==> src/rtl/fp_minmax_tracker_pkg.sv <==
// Shared constants, state encoding and NaN helper for the fp_minmax_tracker slice.
package fp_minmax_tracker_pkg;

  localparam int DATA_WIDTH = 32;
  localparam int EXP_W      = 8;
  localparam int MAN_W      = 23;

  localparam logic [DATA_WIDTH-1:0] FP_QNAN = 32'h7FC0_0000;

  typedef enum logic [1:0] {
    IDLE  = 2'd0,
    ACCUM = 2'd1,
    DONE  = 2'd2
  } state_e;

  function automatic logic is_nan(input logic [DATA_WIDTH-1:0] v);
    return (&v[DATA_WIDTH-2 -: EXP_W]) && (|v[MAN_W-1:0]);
  endfunction

endpackage

==> src/rtl/fp_comparator.sv <==
// Combinational float ordering: a_gt_b when a orders strictly above b.
// Sign-magnitude rules: +0 > -0, raw bit patterns otherwise (NaNs included).
module fp_comparator
  import fp_minmax_tracker_pkg::*;
(
  input  logic [DATA_WIDTH-1:0] a,
  input  logic [DATA_WIDTH-1:0] b,
  output logic                  a_gt_b
);

  logic sign_a;
  logic sign_b;

  assign sign_a = a[DATA_WIDTH-1];
  assign sign_b = b[DATA_WIDTH-1];

  always_comb begin
    a_gt_b = 1'b0;
    if (sign_a != sign_b) begin
      a_gt_b = sign_b;
    end else if (!sign_a) begin
      a_gt_b = a[DATA_WIDTH-2:0] > b[DATA_WIDTH-2:0];
    end else begin
      // both negative: smaller magnitude is the larger value
      a_gt_b = a[DATA_WIDTH-2:0] < b[DATA_WIDTH-2:0];
    end
  end

endmodule

==> src/rtl/fp_minmax_tracker.sv <==
// Per-frame running max/min (with indices) over a valid/ready float stream, one result beat per frame.
// Optional macro FP_MINMAX_NAN_FILTER_EN: NaN beats are counted but never become an extreme.
module fp_minmax_tracker
  import fp_minmax_tracker_pkg::*;
#(
  parameter int FRAME_LEN = 16,
  parameter int IDX_W     = (FRAME_LEN > 1) ? $clog2(FRAME_LEN) : 1
) (
  input  logic                  clk,
  input  logic                  rst_n,
  input  logic                  in_valid,
  output logic                  in_ready,
  input  logic [DATA_WIDTH-1:0] in_data,
  input  logic                  in_last,
  output logic                  out_valid,
  input  logic                  out_ready,
  output logic [DATA_WIDTH-1:0] out_max,
  output logic [DATA_WIDTH-1:0] out_min,
  output logic [IDX_W-1:0]      out_max_idx,
  output logic [IDX_W-1:0]      out_min_idx,
  output logic [IDX_W:0]        out_count,
  output logic                  out_empty
);

  localparam logic [IDX_W:0] LEN_C = (IDX_W+1)'(FRAME_LEN);

  state_e                state_q, state_d;
  logic [DATA_WIDTH-1:0] max_q, max_d, min_q, min_d;
  logic [IDX_W-1:0]      max_idx_q, max_idx_d, min_idx_q, min_idx_d;
  logic [IDX_W:0]        count_q, count_d;
  logic                  gt_max, gt_min;
  logic                  nan_in;

`ifdef FP_MINMAX_NAN_FILTER_EN
  logic have_q, have_d;
  assign nan_in    = is_nan(in_data);
  assign out_empty = (state_q == DONE) && !have_q;
`else
  logic have_q;
  assign nan_in    = 1'b0;
  assign have_q    = 1'b1;
  assign out_empty = 1'b0;
`endif

  fp_comparator u_cmp_max (.a(in_data), .b(max_q),   .a_gt_b(gt_max));
  fp_comparator u_cmp_min (.a(min_q),   .b(in_data), .a_gt_b(gt_min));

  always_comb begin
    state_d   = state_q;
    max_d     = max_q;
    min_d     = min_q;
    max_idx_d = max_idx_q;
    min_idx_d = min_idx_q;
    count_d   = count_q;
`ifdef FP_MINMAX_NAN_FILTER_EN
    have_d    = have_q;
`endif
    case (state_q)
      IDLE: begin
        if (in_valid) begin
          max_d     = nan_in ? FP_QNAN : in_data;
          min_d     = nan_in ? FP_QNAN : in_data;
          max_idx_d = '0;
          min_idx_d = '0;
          count_d   = (IDX_W+1)'(1);
`ifdef FP_MINMAX_NAN_FILTER_EN
          have_d    = !nan_in;
`endif
          state_d   = (in_last || LEN_C == (IDX_W+1)'(1)) ? DONE : ACCUM;
        end
      end
      ACCUM: begin
        if (in_valid) begin
          count_d = count_q + (IDX_W+1)'(1);
          if (!nan_in && !have_q) begin
            // first real value after leading NaNs seeds both extremes
            max_d     = in_data;
            min_d     = in_data;
            max_idx_d = count_q[IDX_W-1:0];
            min_idx_d = count_q[IDX_W-1:0];
`ifdef FP_MINMAX_NAN_FILTER_EN
            have_d    = 1'b1;
`endif
          end else if (!nan_in) begin
            if (gt_max) begin
              max_d     = in_data;
              max_idx_d = count_q[IDX_W-1:0];
            end
            if (gt_min) begin
              min_d     = in_data;
              min_idx_d = count_q[IDX_W-1:0];
            end
          end
          if (in_last || count_d == LEN_C) state_d = DONE;
        end
      end
      DONE: begin
        if (out_ready) state_d = IDLE;
      end
      default: state_d = IDLE;
    endcase
  end

  always_ff @(posedge clk) begin
    if (!rst_n) begin
      state_q   <= IDLE;
      max_q     <= '0;
      min_q     <= '0;
      max_idx_q <= '0;
      min_idx_q <= '0;
      count_q   <= '0;
`ifdef FP_MINMAX_NAN_FILTER_EN
      have_q    <= 1'b0;
`endif
    end else begin
      state_q   <= state_d;
      max_q     <= max_d;
      min_q     <= min_d;
      max_idx_q <= max_idx_d;
      min_idx_q <= min_idx_d;
      count_q   <= count_d;
`ifdef FP_MINMAX_NAN_FILTER_EN
      have_q    <= have_d;
`endif
    end
  end

  assign in_ready    = (state_q != DONE);
  assign out_valid   = (state_q == DONE);
  assign out_max     = max_q;
  assign out_min     = min_q;
  assign out_max_idx = max_idx_q;
  assign out_min_idx = min_idx_q;
  assign out_count   = count_q;

endmodule

==> config.mk <==
export PLATFORM = sky130hd
export DESIGN_NAME = fp_minmax_tracker
export DESIGN_NICKNAME = d
export VERILOG_FILES = /design/src/rtl/fp_minmax_tracker_pkg.sv /design/src/rtl/fp_comparator.sv /design/src/rtl/fp_minmax_tracker.sv
export SDC_FILE = /design/constraint.sdc
export NUM_CORES = 1
export LEC_CHECK = 0
export CAP_MARGIN = 15
export CORE_MARGIN = 2
export CORE_UTILIZATION = 56
export DETAILED_ROUTE_END_ITERATION = 10
export DONT_BUFFER_PORTS = 1
export PLACE_DENSITY = 0.72
export SETUP_SLACK_MARGIN = 0.1
export SLEW_MARGIN = 20
export SYNTH_ARGS = -nofsm -noshare
export SYNTH_HDL_FRONTEND = slang
export SYNTH_SLANG_ARGS = --single-unit
==> constraint.sdc <==
create_clock -name clk -period 2.7 [get_ports clk]
set_clock_uncertainty 0.05 [all_clocks]
set_input_delay 0.405 -clock clk [delete_from_list [all_inputs] [get_ports clk]]
set_output_delay 0.405 -clock clk [all_outputs]
set_load 0.005 [all_outputs]
==> Word-level counts from Yosys, hierarchy flattened <==
Index checks and enable logic that the tools add are counted.
{ "totals": {"register_bits": 79, "inputBits": 37, "word_cells": 57, "n_memories": 0, "latchBits": 0, "ram_bits": 0, "out_inout_bits": 80, "romBits": 0} }
{ "classes": {"n_div": 0, "n_shift": 0, "magnitude_cmp": 4, "n_mul": 0, "n_mux": 27, "reduce_logical": 7, "n_addsub": 1, "eq_ne": 12, "n_bitwise": 0} }
{ "ops": {"columns": ["op", "n"], "rows": [
  ["32-bit two-way mux", 5],
  ["32-bit case mux with 2 select lines", 2],
  ["31-bit greater-than comparator", 2],
  ["31-bit < comparator", 2],
  ["4-bit two-way mux", 5],
  ["4-bit case mux with 2 select lines", 2],
  ["2-bit inequality test, second input constant", 6],
  ["4-bit AND reduction", 3],
  ["2-bit two-way mux", 5],
  ["5-bit two-way mux", 2],
  ["5-bit case mux with 2 select lines", 1],
  ["2-bit case mux with 3 select lines", 1],
  ["5-bit by 1-bit adder with 5-bit output, second input constant", 1],
  ["5-bit == test, second input constant", 1],
  ["1-bit two-way mux", 4],
  ["3-bit AND reduction", 1],
  ["2-bit by 1-bit == test with 1-bit output, second input constant", 1],
  ["2-bit == test, second input constant", 1],
  ["2-bit logical NOT", 1],
  ["1-bit inequality test", 2],
  ["2-bit by 1-bit inequality test with 1-bit output, second input constant", 1],
  ["2-bit nonzero test", 1],
  ["1-bit logical OR", 1]
]} }

==> Longest topological paths before layout <==
Gate-level depths: netlist of the first run.
{ "depth": {"word_depth": 6, "ltp_mapped": 11, "depth_no_buf": 9} }

==> Hierarchy <==
Synthesis of the first run repeated with hierarchy kept, for this count alone.
{ "hier_totals": {"hier_cells": 596, "hier_area_um2": 4902.2} }
{ "by_module_without_submodules": {"columns": ["mod", "area_each_um2", "seq_area_each_um2", "cells_per_inst", "instances"], "rows": [
  ["fp_minmax_tracker", 3261.9, 1581.5, 374, 1],
  ["fp_comparator (u_cmp_min)", 824.5, 0.0, 111, 1],
  ["fp_comparator (u_cmp_max)", 815.8, 0.0, 111, 1]
]} }

==> Least setup slack after synthesis of the first run <==
Ideal clock, no wire load.
{ "synth_timing": {"path_kind": "input -> register", "startpoint": "input in_data[10]", "endpoint": "register min_idx_q[0], in the netlist out_min_idx[0]", "path_buffers": 2, "arrival_time_ns": 2.327, "path_slack_ns": 0.252, "required_time_ns": 2.578, "setup_ns": 0.072, "path_stages": 11, "cell_sequence": "inv_1 -> ha_1 -> a21oi_1 -> o21ai_0 -> a221oi_2 -> a21oi_1 -> or3b_1 -> a31oi_1 -> buf_6 -> buf_12 -> mux2i_1"} }
{ "synth_between": {"elab_chain_len": 5, "elab_cells_between_ends": 6, "classes_between": "2 x order compare; 1 x eq/ne; 2 x mux; 1 x reduce/logical"} }
{ "synth_rtl": {"columns": ["item", "line", "text"], "rows": [
  ["start, declared", "fp_minmax_tracker.sv:13", "input logic [DATA_WIDTH-1:0] in_data,"],
  ["31-bit greater-than comparator / 31-bit < comparator (equally long branches)", "fp_comparator.sv:22, fp_comparator.sv:25", null],
  ["1-bit two-way mux *", "fp_comparator.sv:21", "end else if (!sign_a) begin"],
  ["1-bit two-way mux *", "fp_comparator.sv:19", "if (sign_a != sign_b) begin"],
  ["2-bit inequality test (no source line) *", null, null],
  ["4-bit AND reduction (no source line) *", null, null],
  ["end signal, assigned", "fp_minmax_tracker.sv:120", "min_idx_q <= min_idx_d;"],
  ["end, declared", "fp_minmax_tracker.sv:29", "logic [IDX_W-1:0] max_idx_q, max_idx_d, min_idx_q, min_idx_d;"]
]} }
Mark *: on every way between the ends. The rest lies on a longest branch, timed or not.
A chain may end at the register's enable or synchronous reset.

==> Final worst setup path of the first run <==
{ "layout_timing": {"startpoint": "register max_q[23], in the netlist out_max[23]", "endpoint": "register max_idx_q[0], in the netlist out_max_idx[0]"} }
{ "layout_between": {"elab_chain_len": 5, "elab_cells_between_ends": 6, "classes_between": "2 x order compare; 1 x eq/ne; 2 x mux; 1 x reduce/logical"} }
{ "layout_rtl": {"columns": ["item", "line", "text"], "rows": [
  ["start, declared", "fp_minmax_tracker.sv:28", "logic [DATA_WIDTH-1:0] max_q, max_d, min_q, min_d;"],
  ["start signal, assigned", "fp_minmax_tracker.sv:117", "max_q <= max_d;"],
  ["31-bit greater-than comparator / 31-bit < comparator (equally long branches)", "fp_comparator.sv:22, fp_comparator.sv:25", null],
  ["1-bit two-way mux *", "fp_comparator.sv:21", null],
  ["1-bit two-way mux *", "fp_comparator.sv:19", null],
  ["2-bit inequality test (no source line) *", null, null],
  ["4-bit AND reduction (no source line) *", null, null],
  ["end signal, assigned", "fp_minmax_tracker.sv:119", "max_idx_q <= max_idx_d;"],
  ["end, declared", "fp_minmax_tracker.sv:29", null]
]} }
Marks and branches as above.

==> reports/results.tsv, run 1 <==
metric	value	unit
ios	117	
hold_violations	0	
synthFlopType	dfxtp_1	
fp.dieArea	9279	sq um
worst-path-max-fanout	8	
gp_congestion	0.8753	
endpoint_kind	flip-flop	
grt_max_degree	116	
setup_slack	0.07362	ns
antenna_found_initial	0	
cap_viol_max_count	0	
synth.area.top_cells	dfxtp_1, ha_1, mux2i_1	
fill_cells	676	
cp.arrival	2.85	ns
yosysUniqueCellTypes	44	
ant_nets	0	
drt_wl_total	11790	microns
cts.path.max_buffers	2	
p_leak	2.485	nW
grt_pass1_wl	17170	microns
ys_seq_elements	79	
yosys.area.top_type	dfxtp_1	
diodes	0	
cts_tree	yes	
core_area	8258	sq um
clock_latency	0.34	ns
crit_slowest_cell	dfxtp_2	
setup_viol	0	
wl_per_cell	17.47	microns
start_kind	flip-flop	
synthCells	558	
grt_overflow	0	
yosysWarnings	0	
critPathKind	reg -> reg	
multiInputGateArea	2960	sq um
drive_gt1_share	15.79	%
place_ws	0.009922	ns
num_vias	3826	
total_power	2.883	mW
synth.top_cell.area_share	33.13	%
port_buffers	0	
holdWs	0.1608	ns
path_buf_inv	3	
ys_seq_area_share	33.13	%
viasPerCell	5.668	
synth.most_common_cell	nand2_1	
critPathTopFamily	simple AND/OR/NAND/NOR gates	
start_util	57.80	%
fin_crit	2.626	ns
slew_violations	0	
clk_pin_slew	0.09	ns
cts.htree.levels	3	
slowest_delay	0.35	ns
die_w	96.33	microns
synth_nets	658	
syn_avg_cell_area	8.554	sq um
gr-usage-all-layers	23.80	%
cts_inserted_buffers	9	
drtIter0Drc	131	
hp-class	in -> reg	
async_reset_ff_share	0	%
critPathRequiredTime	2.92	ns
first_global_vias	3716	
power.density	525.3	nW/um^2
synth_commonest_cells	nand2_1, dfxtp_1, mux2i_1, inv_1, ha_1	
synth-edff-count	0	
placed_cells	649	
nNetsFinal	665	
die_h	96.33	microns
fmax	0.3808	GHz
rows	33	
dr.pass1.iters	5	
crit_chain	inv_1 -> ha_1 -> nand4_1 -> nor4_2 -> nor3b_4 -> o41a_1 -> o31ai_2 -> o21ai_4 -> buf_12 -> clkbuf_16 -> mux2i_1	
rsz0062_at_grt	true	
syn2layout_area_growth	14.97	%
seq_area	1614	sq um
cts_num_sinks	79	
period_share	97.27	%
outcome	completed	
post-route-util	66.45	%
synth_area	4773	sq um
place_hpwl	8032	microns
ir_drop	0.3819	mV
drc_errors	0	
cts-root-buf	clkbuf_8	
final_cells	675	
registers in the layout (all words and copies together), names as in the netlist:
| name | count |
|---|---|
| out_max | 32 |
| out_min | 32 |
| out_count | 5 |
| out_max_idx | 4 |
| out_min_idx | 4 |
| state_q | 2 |
metrics by stage:
stage               setup TNS [ns]  cell area (sq um)
finish                           0               5488
global route                -1.308               5488
CTS                              0               5107
detailed placement               0               4848
global placement                 0               4848
floorplan                        0               4773
power breakdown:
group	total, mW	switching [mW]	internal [mW]	leakage (nW)
logic	0.583	0.294	0.289	1.72
clock network	0.960	0.441	0.518	0.102
registers	1.34	0.0929	1.25	0.658
total	2.88	0.828	2.05	2.48
cell type report:
type                            instances  area share [%]
Multi-Input combinational cell        388           53.94
Sequential cell                        79           29.41
Timing Repair Buffer                   21           5.860
Inverter                               66           4.514
Tap cell                              105           2.394
Clock buffer                           10           2.326
Clock inverter                          6           1.550
worst register-to-register path: stages (launching register included):
cell	delay, ns
dfxtp_2	0.35
inv_1	0.05
ha_1	0.27
nand4_1	0.17
nor4_2	0.34
nor3b_4	0.27
o41a_1	0.22
o31ai_2	0.09
o21ai_4	0.22
buf_12	0.16
clkbuf_16	0.17
mux2i_1	0.20
cells by family (layout without fill, tap and decap cells):
kind of cell / after synthesis / count (layout) / share of synthesized area (%)
other cells: 1 / 1 / 0.07856
mux: 72 / 72 / 15.10
fa+ha+maj: 63 / 63 / 16.51
simple gates: 189 / 189 / 17.27
buf+inv: 91 / 103 / 9.620
flops: 79 / 79 / 33.13
compound gates: 63 / 63 / 8.283
routing by layer:
layer	vias to the layer above	wire [microns]	GRT usage [%]
met2	115	5836	42.01
li1	1891	-	-
met3	18	980	8.849
met5	-	0	0
met4	0	215	7.042
met1	1802	4757	26.63
repair_timing:
| action | 4_1_cts | 5_1_grt |
|---|---|---|
| pin swaps | 1 | 11 |
| endpoints found under the setup margin | 11 | 72 |
| resized for setup | 4 | 51 |
| setup buffers | 1 | 3 |
| gates cloned | 1 | 5 |
| hold buffers | 0 | 0 |
cells in the final DEF, fill, tap and decap left out, types with 9 or more instances in the layout:
master and count:
nor2_1 11, dfxtp_2 23, inv_1 65, ha_4 11, clkbuf_8 9, mux2i_1 71, dfxtp_1 55, a21oi_1 24
nand2_1 129, o21ai_0 11, nand3_1 18, ha_1 52
worst paths after layout:
path	startpoint	end	slack [ns]	depth (start not counted)
max	out_max[23]$_SDFFE_PN0P_	out_max_idx[0]$_SDFFE_PN0P_	0.07	11
min	in_data[18]	out_min[18]$_SDFFE_PN0P_	0.16	2
max reg2reg	out_max[23]$_SDFFE_PN0P_	out_max_idx[0]$_SDFFE_PN0P_	0.07	11
min reg2reg	out_min[18]$_SDFFE_PN0P_	out_min[18]$_SDFFE_PN0P_	0.44	2
Power figures use the tool's default switching activity.
==> inputs of run 2 (changes only) <==
--- a/config.mk
+++ b/config.mk
@@ -6,12 +6,12 @@
 export NUM_CORES = 1
 export LEC_CHECK = 0
 export CAP_MARGIN = 15
-export CORE_MARGIN = 2
 export CORE_UTILIZATION = 56
 export DETAILED_ROUTE_END_ITERATION = 10
 export DONT_BUFFER_PORTS = 1
 export PLACE_DENSITY = 0.72
 export SETUP_SLACK_MARGIN = 0.1
+export SKIP_LAST_GASP = 1
 export SLEW_MARGIN = 20
 export SYNTH_ARGS = -nofsm -noshare
 export SYNTH_HDL_FRONTEND = slang
==> reports/results.tsv, run 2 (synthesis gave the netlist of run 1 again) <==
metric	value	unit
outcome	complete, but fails checks	
violations	setup timing	
gr-usage-all-layers	26.18	%
p_leak	2.523	nW
drtIter0Drc	104	
cts_tree	yes	
holdWs	0.1462	ns
ir_drop	0.3131	mV
grt_pass1_wl	17910	microns
worstRegToRegCells	11	
r2r_end	out_max[14]$_SDFFE_PN0P_	
wl_per_cell	16.99	microns
final_cells	680	
cap_viol_max_count	0	
p_int	2.108	mW
holdBufCountCts	0	
antenna_found_initial	0	
place_ws	-0.08522	ns
cts_inserted_buffers	9	
cts.htree.levels	3	
p_sw_share	29.14	%
final_cell_mix	nand2_1, mux2i_1, inv_1	
fmax	0.3680	GHz
drive_gt1_share	19.83	%
setup_viol	5	
rows	33	
hold_violations	0	
reg2reg_slack	-0.02	ns
port_buffers	0	
clock_latency	0.37	ns
worst_pin_slew	0.4991	ns
timing.rr.start	out_max[5]$_SDFFE_PN0P_	
core_area	8217	sq um
start_util	58.09	%
worst-path-max-fanout	6	
rsz0062_at_grt	true	
ios	117	
die_h	94.33	microns
crit_slowest_cell	o41a_1	
drt_wl_total	11550	microns
slowest_delay	0.44	ns
total_power	2.975	mW
gp_congestion	0.8432	
post-route-util	68.57	%
drc_errors	0	
final_common_cell	nand2_1	
crit_cells	11	
slew_violations	0	
syn2layout_area_growth	18.03	%
p_seq_share	45.0	%
die_w	94.33	microns
clk_pin_slew	0.09	ns
fp.dieArea	8897	sq um
place_hpwl	7910	microns
p_sw	0.8668	mW
critPathRequiredTime	2.94	ns
num_vias	3893	
grt_overflow	0	
critPathKind	reg -> reg	
pwr-share-comb	20.5	%
endpoint_kind	flip-flop	
cts.path.max_buffers	2	
period_share	100.6	%
setup_slack	-0.01737	ns
place_area	4848	sq um
diodes	0	
ant_nets	0	
fin_tns_setup	-0.04764	ns
grt_max_degree	116	
dr.pass1.iters	4	
crit_path_start	out_max[5]$_SDFFE_PN0P_	
first_global_vias	3896	
placed_cells	649	
path_buf_inv	3	
nNetsFinal	670	
power.density	528.0	nW/um^2
hp-class	in -> reg	
cp.arrival	2.95	ns
cts_num_sinks	79	
fin_crit	2.717	ns
viasPerCell	5.725	
critPathTopFamily	compound AO/OA/AOI/OAI gates	
start_kind	flip-flop	
cts-root-buf	clkbuf_8	
crit_chain	inv_1 -> ha_1 -> o21ai_0 -> nor2_1 -> o31a_1 -> o41a_1 -> o21ba_2 -> o21ai_4 -> buf_6 -> buf_12 -> mux2i_1	
maxSlewHeadroom	66.66	%
stdcell_area	5634	sq um
crit_path_end	out_max[14]$_SDFFE_PN0P_	
clkPwrFrac	34.5	%
run 2: per-layer routing:
layer	global-route usage, %	part of all wire (%)
met5	0	0
met4	12.31	2.4
met3	9.304	8.8
met2	45.29	48
met1	28.37	41
run 2: worst min-delay path by stage:
stage / endpoint / start / slack [ns] / cells after the start
after global placement: out_min_idx[3]$_SDFFE_PN0P_ / out_min_idx[3]$_SDFFE_PN0P_ / 0.41 / 2
after detailed placement: out_min_idx[1]$_SDFFE_PN0P_ / out_min_idx[1]$_SDFFE_PN0P_ / 0.42 / 2
final: out_max[17]$_SDFFE_PN0P_ / in_data[17] / 0.15 / 2
after global routing: out_min[12]$_SDFFE_PN0P_ / rst_n / 0.13 / 2
after CTS: out_count[2]$_SDFFE_PN0P_ / rst_n / 0.11 / 1
after floorplan: out_min_idx[0]$_SDFFE_PN0P_ / out_min_idx[0]$_SDFFE_PN0P_ / 0.40 / 2
run 2: power by group through the flow:
stage	Combinational, mW	Clock, mW	Sequential (mW)
finish	0.611	1.03	1.34
floorplan	0.415	0	1.33
global placement	0.459	0	1.35
CTS	0.554	1.05	1.33
detailed placement	0.480	0	1.35
global route	0.685	1.09	1.35
run 2: final cells by class:
| class | instances | area (sq um) |
|---|---|---|
| fillers | 654 | 2582 |
| clock buffers | 10 | 137.6 |
| clock inverters | 6 | 93.84 |
| multi-input cells | 388 | 3030 |
| inverters | 66 | 247.7 |
| flip-flops and latches | 79 | 1632 |
| repair buffers | 26 | 361.6 |
| well taps | 105 | 131.4 |
run 2: what timing repair did:
action	4_1_cts	5_1_grt
endpoints found under the setup margin	65	72
resized for setup	29	55
cloned	4	1
setup buffers	6	4
hold endpoints to repair	0	0
pin swaps	5	17
==> patch (settings of run 1) <==
Re-encode `state_e` (3 states) as one-hot, 3 bits wide.
--- a/src/rtl/fp_minmax_tracker_pkg.sv
+++ b/src/rtl/fp_minmax_tracker_pkg.sv
@@ -8,8 +8,8 @@
   localparam logic [DATA_WIDTH-1:0] FP_QNAN = 32'h7FC0_0000;
 
-  typedef enum logic [1:0] {
-    IDLE  = 2'd0,
-    ACCUM = 2'd1,
-    DONE  = 2'd2
+  typedef enum logic [2:0] {
+    IDLE  = 3'b001,
+    ACCUM = 3'b010,
+    DONE  = 3'b100
   } state_e;
 
Function: same outputs for any inputs over 4 cycles, from zero or initial values and one cycle with rst_n low; so few cycles prove little.
==> patch against run 1 <==
Synthesized area is 2.6% higher; routed wire length decreased by 2.4%; setup slack improved by 0.045 ns; cell area grew 0.93%; worst hold slack worse by 0.036 ns; non-clock buffer count decreased by 2; synthesized cell count increased by 0.18%; first-iteration DRC count is 15% lower; sequential cell count increased by 1; critical path type unchanged; critical endpoint is now out_max[7]$_SDFFE_PN0P_.
Power is not compared: it rests on default switching activity, and its combinational part moved more than twofold at a synthesized area within 25%.
==> patch: results (changes against run 1) <==
\begin{tabular}{lr}
\hline
Metric & Value \\
\hline
\multicolumn{2}{l}{\textbf{Setup path}} \\
\quad Slack of the worst reg-to-reg path & 0.12 ns (+0.04 ns) \\
\quad Data arrival at the endpoint of the critical path & 2.81 ns (-0.04 ns) \\
\quad Reg-to-reg critical path startpoint & out\_max[5]\$\_SDFFE\_PN0P\_ \\
\quad Crit Reg-Reg Endpoint & out\_max[7]\$\_SDFFE\_PN0P\_ \\
\quad Top fanout value on the critical path & 6 (-2) \\
\quad Dominant delay contributor by cell family on the critical path & compound AO/OA/AOI/OAI gates \\
\quad Slowest-stage cell, CP & sky130\_fd\_sc\_hd\_\_o41ai\_2 \\
\quad Longest individual stage delay on the worst path & 0.42 ns (+0.07 ns) \\
\multicolumn{2}{l}{\textbf{Synth}} \\
\quad Post-synth top cells & sky130\_fd\_sc\_hd\_\_nand2\_1, sky130\_fd\_sc\_hd\_\_dfxtp\_1, sky130\_fd\_sc\_hd\_\_mux2i\_1 \\
\quad Adder and majority gate portion of the synthesized area & 16.1\% (-0.43 points) \\
\quad Post-synthesis sequential area ratio & 32.7\% (-0.45 points) \\
\quad Area fraction in compound gates after synthesis & 10.5\% (+2.2 points) \\
\multicolumn{2}{l}{\textbf{Final layout}} \\
\quad Fraction of final layout cells sized beyond drive strength 1 & 14.4\% (-1.4 points) \\
\quad Net count of the finished layout & 664 (-0.15\%) \\
\multicolumn{2}{l}{\textbf{Placed design}} \\
\quad DP HPWL & 8040 µm (about the same) \\
\quad Setup WS pre-CTS & 0.0488 ns (+0.0388 ns) \\
\quad Weighted congestion at the end of routability-driven global placement & 0.850 (-2.9\%) \\
\multicolumn{2}{l}{\textbf{Global routing}} \\
\quad GRT Overall Usage & 22.5\% (-1.3 points) \\
\quad Vias in the first global route & 3713 (-0.081\%) \\
\quad Wire length of the first global-routing pass & 17600 µm (+2.4\%) \\
\multicolumn{2}{l}{\textbf{Hold path}} \\
\quad Depth of the worst hold-timing path & 1 (-1) \\
\quad WHS Endpoint & state\_q[0]\$\_SDFFE\_PN1P\_ \\
\quad Min-delay src & rst\_n \\
\multicolumn{2}{l}{\textbf{Drt}} \\
\quad TritonRoute pass-1 iters & 4 (-1) \\
\quad Initial DRC Count & 111 (-15\%) \\
\quad Remaining antenna violation count after routing & 0 (unchanged) \\
\multicolumn{2}{l}{\textbf{STA}} \\
\quad Fin crit share & 95.6\% (-1.7 points) \\
\multicolumn{2}{l}{\textbf{Run status}} \\
\quad Outcome & finished, final reports clean \\
\multicolumn{2}{l}{\textbf{Clocking}} \\
\quad Skew-Pair Late Insertion Delay & 0.36 ns (+0.02 ns) \\
\hline
\end{tabular}
==> patch: report_power, final <==
part | switching, mW | internal (mW) | leakage (nW)
Clock | 0.459 | 0.520 | 0.101
Sequential | 0.180 | 1.34 | 0.661
Combinational | 0.556 | 0.628 | 1.87
Total | 1.20 | 2.49 | 2.63
==> patch: stage by stage <==
stage	instance area (µm²)	std cells	hold slack (ns)
CTS	5140	665	0.0858
global route	5540	677	0.0925
detailed placement	4910	649	0.426
global placement	4910	649	0.419
floorplan	4900	559	0.405
finish	5540	677	0.125
==> patch: worst max path at each step <==
stage | start | end | depth (start not counted)
3_3_place_gp | in_data[28] | out_min[15]$_SDFFE_PN0P_ | 10
4_1_cts | out_max[4]$_SDFFE_PN0P_ | out_max_idx[0]$_SDFFE_PN0P_ | 10
5_1_grt | out_min[13]$_SDFFE_PN0P_ | out_min[30]$_SDFFE_PN0P_ | 11
2_1_floorplan | in_data[4] | out_max[10]$_SDFFE_PN0P_ | 10
6_report | out_max[5]$_SDFFE_PN0P_ | out_max[7]$_SDFFE_PN0P_ | 11
3_5_place_dp | out_max[4]$_SDFFE_PN0P_ | out_max[4]$_SDFFE_PN0P_ | 10
==> patch: area by class of cell <==
cell class                 instances  area [µm²]
timing repair buffer              19         329
sequential                        80        1620
tap                              108         135
inverter                          65         244
fill                             703        3050
clock buffer                       9         124
clock inverter                     7        96.3
multi-input combinational        389        2990
==> patch: per-layer routing <==
metal | share of wire, % | global-route usage, %
met1 | 41 | 26.3
met2 | 49 | 38.9
met3 | 7.8 | 7.63
met4 | 2.2 | 7.05
met5 | 0 | 0
==> patch: repair_timing <==
action,CTS,global route
pin swaps,0,13
buffers inserted,0,5
gates resized for setup,1,43
setup endpoints to repair,12,65
gates cloned,0,7
